===== src/rtl/pcmcia_host_pkg.sv =====
// Shared types for the PCMCIA/CF host initiator.
// Command codes, FSM states, status bits, strobe decode.
package pcmcia_host_pkg;

  localparam logic [2:0] CMD_ATTR_RD = 3'd0;
  localparam logic [2:0] CMD_ATTR_WR = 3'd1;
  localparam logic [2:0] CMD_MEM_RD  = 3'd2;
  localparam logic [2:0] CMD_MEM_WR  = 3'd3;
  localparam logic [2:0] CMD_IO_RD   = 3'd4;
  localparam logic [2:0] CMD_IO_WR   = 3'd5;

  localparam int STAT_TIMEOUT   = 0;
  localparam int STAT_NO_INPACK = 1;

  typedef enum logic [2:0] {
    ST_IDLE,
    ST_SETUP,
    ST_STROBE,
    ST_STRETCH,
    ST_HOLD,
    ST_RESP
  } state_e;

  typedef enum logic [2:0] {
    STB_NONE,
    STB_OE,
    STB_WE,
    STB_IORD,
    STB_IOWR
  } stb_e;

  typedef struct packed {
    stb_e stb;
    logic reg_lvl;
  } bus_sel_t;

  function automatic bus_sel_t cmd_decode(input logic [2:0] t);
    bus_sel_t s;
    s.stb     = STB_NONE;
    s.reg_lvl = 1'b1;
    unique case (1'b1)
      (t == CMD_ATTR_RD): begin s.stb = STB_OE;   s.reg_lvl = 1'b0; end
      (t == CMD_ATTR_WR): begin s.stb = STB_WE;   s.reg_lvl = 1'b0; end
      (t == CMD_MEM_RD):  begin s.stb = STB_OE;   s.reg_lvl = 1'b1; end
      (t == CMD_MEM_WR):  begin s.stb = STB_WE;   s.reg_lvl = 1'b1; end
      (t == CMD_IO_RD):   begin s.stb = STB_IORD; s.reg_lvl = 1'b0; end
      (t == CMD_IO_WR):   begin s.stb = STB_IOWR; s.reg_lvl = 1'b0; end
      default: ;
    endcase
    return s;
  endfunction

  function automatic logic cmd_is_wr(input logic [2:0] t);
    return (t == CMD_ATTR_WR) || (t == CMD_MEM_WR) || (t == CMD_IO_WR);
  endfunction

  function automatic logic cmd_is_rd(input logic [2:0] t);
    return (t == CMD_ATTR_RD) || (t == CMD_MEM_RD) || (t == CMD_IO_RD);
  endfunction

endpackage


===== src/rtl/pcmcia_host_master_sync2.sv =====
// Two-flop synchroniser, resets to 1 (card status deasserted).
// Ports: clk, rst_n, d (async in), q (synchronised out).
module pcmcia_sync2 (
  input  logic clk,
  input  logic rst_n,
  input  logic d,
  output logic q
);

  logic meta;

  always_ff @(posedge clk or negedge rst_n) begin
    if (!rst_n) begin
      meta <= 1'b1;
      q    <= 1'b1;
    end else begin
      meta <= d;
      q    <= meta;
    end
  end

endmodule


===== src/rtl/pcmcia_host_master.sv =====
// PCMCIA/CF 8-bit host initiator: one command in, one timed card cycle out.
// Ports: cmd_* request, rsp_* completion, A/D/CE/REG/strobes to card, WAIT/INPACK in.
module pcmcia_host_master
  import pcmcia_host_pkg::*;
#(
  parameter int T_SETUP  = 2,
  parameter int T_STROBE = 8,
  parameter int T_HOLD   = 2,
  parameter int WAIT_MAX = 255
) (
  input  logic        clk_26,
  input  logic        RESETB,
  input  logic        cmd_valid,
  output logic        cmd_ready,
  input  logic [2:0]  cmd_type,
  input  logic [15:0] cmd_addr,
  input  logic [7:0]  cmd_wdata,
  output logic        rsp_valid,
  output logic [7:0]  rsp_rdata,
  output logic [1:0]  rsp_status,
  output logic [15:0] A,
  output logic [7:0]  D_out,
  output logic        D_oe,
  input  logic [7:0]  D_in,
  output logic        CE1,
  output logic        CE2,
  output logic        REG,
  output logic        OE,
  output logic        WE,
  output logic        IORD,
  output logic        IOWR,
  input  logic        WAIT,
  input  logic        INPACK
);

  localparam logic [7:0] SET_LAST  = 8'(T_SETUP - 1);
  localparam logic [7:0] STB_LAST  = 8'(T_STROBE - 1);
  localparam logic [7:0] HOLD_LAST = 8'(T_HOLD - 1);
  localparam logic [7:0] WAIT_LAST = 8'(WAIT_MAX - 1);

  state_e   state;
  logic [7:0] cnt;
  stb_e     stb_q;
  logic     rsvd_q;
  logic     rd_q;
  logic     io_rd_q;
  logic     to_q;
  logic     inpack_seen;
  logic [7:0] rdata_q;
  logic     wait_s;
  logic     inpack_s;
  logic     fin;
  bus_sel_t dsel;

  pcmcia_sync2 u_wait_sync (
    .clk   (clk_26),
    .rst_n (RESETB),
    .d     (WAIT),
    .q     (wait_s)
  );

  pcmcia_sync2 u_inpack_sync (
    .clk   (clk_26),
    .rst_n (RESETB),
    .d     (INPACK),
    .q     (inpack_s)
  );

  assign dsel = cmd_decode(cmd_type);
  assign CE2  = 1'b1;

  // Reserved commands leave SETUP at once; real ones after HOLD.
  assign fin = ((state == ST_SETUP) && rsvd_q) ||
               ((state == ST_HOLD) && (cnt == HOLD_LAST));

  always_ff @(posedge clk_26 or negedge RESETB) begin
    if (!RESETB) begin
      state       <= ST_IDLE;
      cnt         <= '0;
      stb_q       <= STB_NONE;
      rsvd_q      <= 1'b0;
      rd_q        <= 1'b0;
      io_rd_q     <= 1'b0;
      to_q        <= 1'b0;
      inpack_seen <= 1'b0;
      rdata_q     <= '0;
      cmd_ready   <= 1'b0;
      rsp_valid   <= 1'b0;
      rsp_rdata   <= '0;
      rsp_status  <= '0;
      A           <= '0;
      D_out       <= '0;
      D_oe        <= 1'b0;
      CE1         <= 1'b1;
      REG         <= 1'b1;
      OE          <= 1'b1;
      WE          <= 1'b1;
      IORD        <= 1'b1;
      IOWR        <= 1'b1;
    end else begin
      rsp_valid <= 1'b0;
      unique case (state)
        ST_IDLE: begin
          cnt <= '0;
          if (!cmd_ready) begin
            cmd_ready <= 1'b1;
          end else if (cmd_valid) begin
            cmd_ready   <= 1'b0;
            state       <= ST_SETUP;
            stb_q       <= dsel.stb;
            rsvd_q      <= (dsel.stb == STB_NONE);
            to_q        <= (dsel.stb == STB_NONE);
            rd_q        <= cmd_is_rd(cmd_type);
            io_rd_q     <= (cmd_type == CMD_IO_RD);
            inpack_seen <= 1'b0;
            if (dsel.stb != STB_NONE) begin
              A   <= cmd_addr;
              CE1 <= 1'b0;
              REG <= dsel.reg_lvl;
              if (cmd_is_wr(cmd_type)) begin
                D_oe  <= 1'b1;
                D_out <= cmd_wdata;
              end
            end
          end
        end
        ST_SETUP: begin
          if (!rsvd_q) begin
            if (cnt == SET_LAST) begin
              cnt   <= '0;
              state <= ST_STROBE;
              OE    <= (stb_q != STB_OE);
              WE    <= (stb_q != STB_WE);
              IORD  <= (stb_q != STB_IORD);
              IOWR  <= (stb_q != STB_IOWR);
            end else begin
              cnt <= cnt + 8'd1;
            end
          end
        end
        ST_STROBE, ST_STRETCH: begin
          if (io_rd_q && !inpack_s) inpack_seen <= 1'b1;
          if (state == ST_STROBE && cnt != STB_LAST) begin
            cnt <= cnt + 8'd1;
          end else if (state == ST_STROBE && !wait_s) begin
            cnt   <= '0;
            state <= ST_STRETCH;
          end else if (wait_s || cnt == WAIT_LAST) begin
            // Data sampled with the strobe still low on this edge.
            if (!wait_s) to_q <= 1'b1;
            cnt     <= '0;
            state   <= ST_HOLD;
            rdata_q <= D_in;
            OE      <= 1'b1;
            WE      <= 1'b1;
            IORD    <= 1'b1;
            IOWR    <= 1'b1;
          end else begin
            cnt <= cnt + 8'd1;
          end
        end
        ST_HOLD: begin
          cnt <= cnt + 8'd1;
        end
        ST_RESP: begin
          cmd_ready <= 1'b1;
          state     <= ST_IDLE;
        end
        default: state <= ST_IDLE;
      endcase
      if (fin) begin
        state      <= ST_RESP;
        cnt        <= '0;
        rsp_valid  <= 1'b1;
        rsp_rdata  <= rd_q ? rdata_q : 8'h00;
        rsp_status[STAT_TIMEOUT]   <= to_q;
        rsp_status[STAT_NO_INPACK] <= io_rd_q && !inpack_seen;
        CE1        <= 1'b1;
        REG        <= 1'b1;
        D_oe       <= 1'b0;
      end
    end
  end

endmodule


===== config.mk =====
export PLATFORM = sky130hd
export DESIGN_NAME = pcmcia_host_master
export DESIGN_NICKNAME = d
export VERILOG_FILES = /design/src/rtl/pcmcia_host_pkg.sv /design/src/rtl/pcmcia_host_master_sync2.sv /design/src/rtl/pcmcia_host_master.sv
export SDC_FILE = /design/constraint.sdc
export NUM_CORES = 1
export LEC_CHECK = 0
export CAP_MARGIN = 20
export CORE_MARGIN = 10
export CORE_UTILIZATION = 32
export DETAILED_ROUTE_END_ITERATION = 8
export DONT_BUFFER_PORTS = 1
export GPL_ROUTABILITY_DRIVEN = 1
export MAX_ROUTING_LAYER = met4
export SLEW_MARGIN = 15
export SYNTH_ARGS = -nofsm -noshare
export SYNTH_HDL_FRONTEND = slang
export SYNTH_SLANG_ARGS = --single-unit

===== constraint.sdc =====
create_clock -name clk_26 -period 2.4 [get_ports clk_26]
set_input_delay 0.6 -clock clk_26 [delete_from_list [all_inputs] [get_ports clk_26]]
set_output_delay 0.6 -clock clk_26 [all_outputs]
set_load 0.05 [all_outputs]

==> reports/results.txt, run 1 <==
status -> completed
total number of vias -> 2203
Tmin final -> 2.131 ns
Slew HR -> 52.83%
Clock Root Buffer -> clkbuf_8
largest net degree at the start of global routing -> 65
routability congestion estimate -> 0.8879
share of the synthesized area in the top cell type -> 49.21%
diode count -> 0
drt pass-1 iters -> 4
vias in the first global route -> 2167
Avg Inst Size Synth -> 10.36 sq um
post-route ant nets -> 0
type of the worst setup path -> reg2reg
P&R area growth vs syn -> 11.96%
first-pass GRT wire length -> 11960 um
Post-Syn Instances -> 314
Hold/Removal Path Class -> in2async
placed cell area -> 0.003397 sq mm
Post-synth EDFFs -> 0
initial antenna violation count -> 0
peak supply drop -> 0.7586 mV
First DRT Iteration DRCs -> 175
Crit path max-delay family -> compound AO/OA/AOI/OAI gates
Final nets -> 363
fmax -> 469.2 MHz
CP Depth -> 4
clock sinks -> 74
vias per cell -> 4.810
Post-CTS Setup Inserts -> 0
register area share after synthesis -> 57.29%
worst slew pin tran -> 0.7076 ns
Synth Cell Area -> 0.003254 sq mm
Hold Slack -> 0.09708 ns
Reg-to-Reg Start -> cnt[3]
total power -> 0.005695 W
gr usage total -> 10.70%
Fin Clk Skew -> 0.006503 ns
die area -> 0.01460 sq mm
LEAKAGE -> 1.620 nW
Synth async-reset ratio -> 100.0%
hold_buf cts -> 1
dominant synthesized flop cell -> dfrtp_1
R2R Setup Slk -> 0.27 ns
Clock Pin Slew Worst Setup and Hold Paths -> 0.08 ns
area leader, netlist -> dfrtp_1
RSZ-0062 raised after global routing -> false
maximum buffer depth of the clock tree -> 2
Critical Path Sink Type -> register
reg2reg path depth -> 4
Setup Slack @ Placement -> 0.2869 ns
Ys Warns -> 0
top-level port count -> 84
Synth cell types -> 51
Core ar. -> 0.009819 sq mm
Fin. Hold Viols -> 0
cts repair resizes -> 0
cell row count -> 36
Yosys reg bits -> 74
WL/cell -> 16.53 um
worst path arrival time -> 2.36 ns
Clk Latency, worst-skew pair -> 0.34 ns
crit path max fanout -> 8
TritonCTS clock tree -> yes
Synth area leaders -> dfrtp_1, nand2_1, dfstp_2, mux2_2, o21ai_0
Remaining Overflow, GRT -> 0
port bufs -> 0
pwr dens -> 1563 mW/mm^2
Setup crit start kind -> register
final instance area -> 0.003643 sq mm
share of post-route cells with drive strength above 1 -> 19.08%
Synth Net Count -> 357
crit-path cells -> or3_1 -> o211ai_2 -> o211a_1 -> mux2_2
Max Transition Viols Final -> 0
Worst path slowest cell -> or3_1
Routed Wire Length -> 7572 um
CTS Buf Count -> 9
final worst-path cycle share -> 88.81%
dpl hpwl -> 5482 um
worst path setup slack after routing -> 0.2686 ns
WP buf/inv -> 0
endpoints failing setup -> 0
Crit path largest cell delay -> 0.47 ns
MaxCap Viol Count -> 0
die width -> 120.8 um
initial core utilization -> 33.14%
Fillers -> 1015
total negative slack -> 0 ns
H-Tree Depth -> 3
DIE HEIGHT -> 120.8 um
CP required -> 2.63 ns
RR Endpoint -> rdata_q[0]
DRC Markers -> 0
-- synth_stat cells (2+ instances only) --
cell       n
nand2_1   83
dfrtp_1   64
mux2_2    18
o21ai_0   17
inv_1     13
nor2_1    13
nand3_1   11
dfstp_2   10
a31oi_1    8
a21oi_1    6
clkbuf_1   5
nor3_1     5
mux2_1     4
o21ai_1    4
buf_2      3
ha_1       3
nand3b_1   3
a21o_1     2
buf_1      2
buf_4      2
buf_6      2
clkbuf_8   2
nand4_1    2
nor2b_1    2
nor4b_1    2
o22ai_1    2
o41ai_1    2
-- stage by stage --
| stage | util [%] | std cells |
|---|---|---|
| CTS | 37.11 | 458 |
| detailed placement | 34.59 | 441 |
| global route | 37.11 | 458 |
| finish | 37.11 | 458 |
| floorplan | - | 314 |
| global placement | 34.59 | 441 |
-- report_power, final --
part,switching (W),total [W],internal [W]
Sequential,0.00154,0.00329,0.00175
Clock,0.000440,0.00105,0.000611
Combinational,0.000736,0.00135,0.000619
-- registers in the layout, summed over array words and instances, names as in the netlist, 2 cells and up --
name,flops
rsp_rdata,8
rdata_q,8
state,3
stb_q,3
rsp_status,2
A,16
cnt,8
D_out,8
-- cells in the final DEF, fill, tap and decap left out, drive strengths merged, types with 2 or more instances in the layout --
cell type	count
a21o	2
nor3	5
a21oi	6
nor4b	2
nor2b	2
clkinv	2
o211ai	2
nand3b	3
a31oi	8
nor2	13
dfrtp	64
o41ai	3
o21ai	21
clkbuf	11
mux2	22
bufinv	2
ha	3
dfstp	10
nand2	83
inv	13
buf	11
nand4	2
o22ai	2
or4b	2
nand3	12
-- worst max-delay path by stage --
stage	from	to	slack [ns]
2_1_floorplan	cnt[3]	rdata_q[0]	0.55
3_3_place_gp	cnt[3]	rdata_q[1]	0.33
3_5_place_dp	cnt[3]	rdata_q[7]	0.29
4_1_cts	cnt[3]	rdata_q[2]	0.27
5_1_grt	cnt[3]	rdata_q[2]	0.17
6_report	cnt[3]	rdata_q[0]	0.27
-- kinds of logic (layout without fill, tap and decap cells) --
group | count (synthesis) | after routing | synth area share, %
simple gates | 130 | 130 | 17.99
flops | 74 | 74 | 57.29
other cells | 1 | 1 | 0.1152
buf+inv | 29 | 40 | 4.767
compound gates | 53 | 53 | 10.50
xor+xnor | 1 | 1 | 0.2692
fa+ha+maj | 3 | 3 | 1.154
mux | 23 | 23 | 7.920
-- metal layers --
metal  GRT usage [%]  vias to the layer above  routed length, um
li1                -                     1084                  -
met1           12.11                     1036               3119
met2           15.92                       74               3713
met3           4.793                        9                601
met4           4.902                        0                139
met5               -                        -                  0
-- layout make-up --
cell class | count | area [sq um] | area share (%)
Clock buffer | 11 | 141.4 | 3.881
Clock inverter | 5 | 77.57 | 2.129
Inverter | 13 | 48.80 | 1.339
Multi-Input combinational cell | 211 | 1242 | 34.10
Sequential cell | 74 | 1864 | 51.17
Tap cell | 133 | 166.4 | 4.567
Timing Repair Buffer | 11 | 102.6 | 2.816
Power figures use the tool's default switching activity.
==> run 2: changes to the inputs <==
--- a/config.mk
+++ b/config.mk
@@ -8,6 +8,7 @@
 export CAP_MARGIN = 20
 export CORE_MARGIN = 10
 export CORE_UTILIZATION = 32
+export CTS_CLUSTER_SIZE = 25
 export DETAILED_ROUTE_END_ITERATION = 8
 export DONT_BUFFER_PORTS = 1
 export GPL_ROUTABILITY_DRIVEN = 1
==> results of run 2 <==
No change in the layout: final DEF, timing and power equal those of run 1.
==> run 3: changes to the inputs <==
--- a/config.mk
+++ b/config.mk
@@ -6,7 +6,7 @@
 export NUM_CORES = 1
 export LEC_CHECK = 0
 export CAP_MARGIN = 20
-export CORE_MARGIN = 10
+export CORE_MARGIN = 2
 export CORE_UTILIZATION = 32
 export CTS_CLUSTER_SIZE = 25
 export DETAILED_ROUTE_END_ITERATION = 8
==> reports/results.txt, run 3 (synthesized netlist as in run 1, its figures left out) <==
Hold/Removal Path Class -> in2async
sequential power share -> 55.8% (-2.0 points)
port bufs -> 0 (unchanged)
crit-path cells -> or3_1 -> o211ai_2 -> o211a_1 -> mux2_2
pwr dens -> 1594 mW/mm^2 (+2.0%)
Worst path slowest cell -> or3_1
DRC Markers -> 0 (unchanged)
WL/cell -> 15.71 um (-5.0%)
Fin Clk Skew -> 0.009187 ns (+0.002684 ns)
Finished Core Util -> 37.32% (+0.22 points)
die width -> 104.8 um (-13%)
fmax -> 467.2 MHz (-0.42%)
MaxCap Viol Count -> 0 (unchanged)
largest net degree at the start of global routing -> 65 (unchanged)
gr usage total -> 14.51% (+3.8 points)
Post-CTS Setup Inserts -> 0 (unchanged)
DIE HEIGHT -> 104.8 um (-13%)
final instance area -> 0.003665 sq mm (+0.58%)
die area -> 0.01099 sq mm (-25%)
type of the worst setup path -> reg2reg
most common cell after layout, fill and taps aside -> nand2_1
drt pass-1 iters -> 4 (unchanged)
vias in the first global route -> 2300 (+6.1%)
worst path arrival time -> 2.37 ns (about the same)
diode count -> 0 (unchanged)
WP buf/inv -> 0 (unchanged)
Clock power frac -> 20.4% (+2.0 points)
dpl hpwl -> 4895 um (-11%)
maximum buffer depth of the clock tree -> 2 (unchanged)
endpoints failing setup -> 0 (unchanged)
total negative slack -> 0 ns (unchanged)
worst path setup slack after routing -> 0.2597 ns (-0.008899 ns)
Routed Wire Length -> 7150 um (-5.6%)
initial core utilization -> 33.14% (unchanged)
initial antenna violation count -> 0 (unchanged)
crit path max fanout -> 8 (unchanged)
switch share -> 47.21% (-0.43 points)
Tmin final -> 2.140 ns (+0.008899 ns)
placed cell area -> 0.003387 sq mm (-0.29%)
Core ar. -> 0.009819 sq mm (unchanged)
Comb pwr share -> 23.8% (about the same)
CP required -> 2.63 ns (about the same)
clock sinks -> 74 (unchanged)
Slew HR -> 61.42% (+8.6 points)
post-route ant nets -> 0 (unchanged)
P_sw -> 0.002759 W (+1.7%)
cell row count -> 36 (unchanged)
LEAKAGE -> 1.630 nW (+0.66%)
Setup Slack @ Placement -> 0.2825 ns (-0.004436 ns)
Int Pwr -> 0.003085 W (+3.4%)
routability congestion estimate -> 0.8092 (-8.9%)
largest reg by FF count -> A
RSZ-0062 raised after global routing -> false
Setup crit start kind -> register
Max Transition Viols Final -> 0 (unchanged)
TritonCTS clock tree -> yes
commonest cells after routing, fill and taps aside -> nand2_1, dfrtp_1, mux2_2
worst slew pin tran -> 0.5788 ns (-0.1288 ns)
Fin. Hold Viols -> 0 (unchanged)
H-Tree Depth -> 3 (unchanged)
Final nets -> 360 (-0.83%)
P&R area growth vs syn -> 12.61%
Remaining Overflow, GRT -> 0 (unchanged)
Clk Latency, worst-skew pair -> 0.35 ns (about the same)
CTS Buf Count -> 9 (unchanged)
Clock Pin Slew Worst Setup and Hold Paths -> 0.08 ns (about the same)
top-level port count -> 84 (unchanged)
peak supply drop -> 0.6596 mV (-13%)
total number of vias -> 2188 (-0.68%)
max reg flops -> 16 (unchanged)
status -> completed
Fillers -> 1042 (+2.7%)
vias per cell -> 4.809 (about the same)
first-pass GRT wire length -> 12140 um (+1.5%)
Clock Root Buffer -> clkbuf_8
Crit path max-delay family -> compound AO/OA/AOI/OAI gates
share of post-route cells with drive strength above 1 -> 18.63% (-0.44 points)
final worst-path cycle share -> 89.18% (+0.37 points)
Critical Path Sink Type -> register
Crit path largest cell delay -> 0.46 ns (about the same)
First DRT Iteration DRCs -> 135 (-23%)
==> run 3: cell count changes in the layout (fill, tap and decap cells not counted), sizes merged <==
cell and delta:
clkinvlp -1, inv +1, buf -3, bufinv +1, clkbuf -1
==> run 3: metal layers <==
metal	track usage (%)	vias up	routed length, um
met5	-	-	0
met4	5.333	0	116
met3	4.928	9	352
met2	21.94	44	3491
met1	18.09	1064	3190
li1	-	1071	-
==> run 3: area by class of cell <==
cell class | instances | area, sq um | share of cell area [%]
sequential | 74 | 1864 | 50.87
multi-input combinational | 211 | 1242 | 33.90
tap | 133 | 166.4 | 4.541
clock buffer | 10 | 137.6 | 3.756
clock inverter | 6 | 112.6 | 3.073
timing repair buffer | 8 | 92.59 | 2.526
inverter | 13 | 48.80 | 1.332
==> run 3: final timing paths <==
| check | startpoint | slack (ns) | end | depth (start not counted) |
|---|---|---|---|---|
| max | cnt[3] | 0.26 | rdata_q[4] | 4 |
| min | RESETB | 0.08 | WE | 0 |
| max reg2reg | cnt[3] | 0.26 | rdata_q[4] | 4 |
| min reg2reg | u_wait_sync.meta | 0.36 | u_wait_sync.q | 0 |
| max in group asynchronous | RESETB | 2.02 | A[10] | 1 |
| min in group clk_26 | WAIT | 0.24 | u_wait_sync.meta | 0 |
==> run 3: per-stage QoR <==
stage,instances,total power (W),hold slack [ns]
2_1_floorplan,314,0.004260,0.3044
3_3_place_gp,438,0.004603,0.3061
3_5_place_dp,438,0.004669,0.3058
4_1_cts,455,0.005910,0.05849
5_1_grt,455,0.006224,0.04163
6_report,455,0.005843,0.08284
==> run 3: power by group through the flow <==
stage / registers [W] / logic [W] / clock network [W]
after floorplan: 0.00314 / 0.00112 / 0
after global placement: 0.00328 / 0.00132 / 0
after detailed placement: 0.00330 / 0.00137 / 0
after CTS: 0.00328 / 0.00141 / 0.00123
after global routing: 0.00334 / 0.00160 / 0.00128
final: 0.00326 / 0.00139 / 0.00119
==> run 3: timing repair <==
item	4_1_cts	5_1_grt
hold endpoints to repair	64	0
resized for setup	0	0
hold buffers	1	0
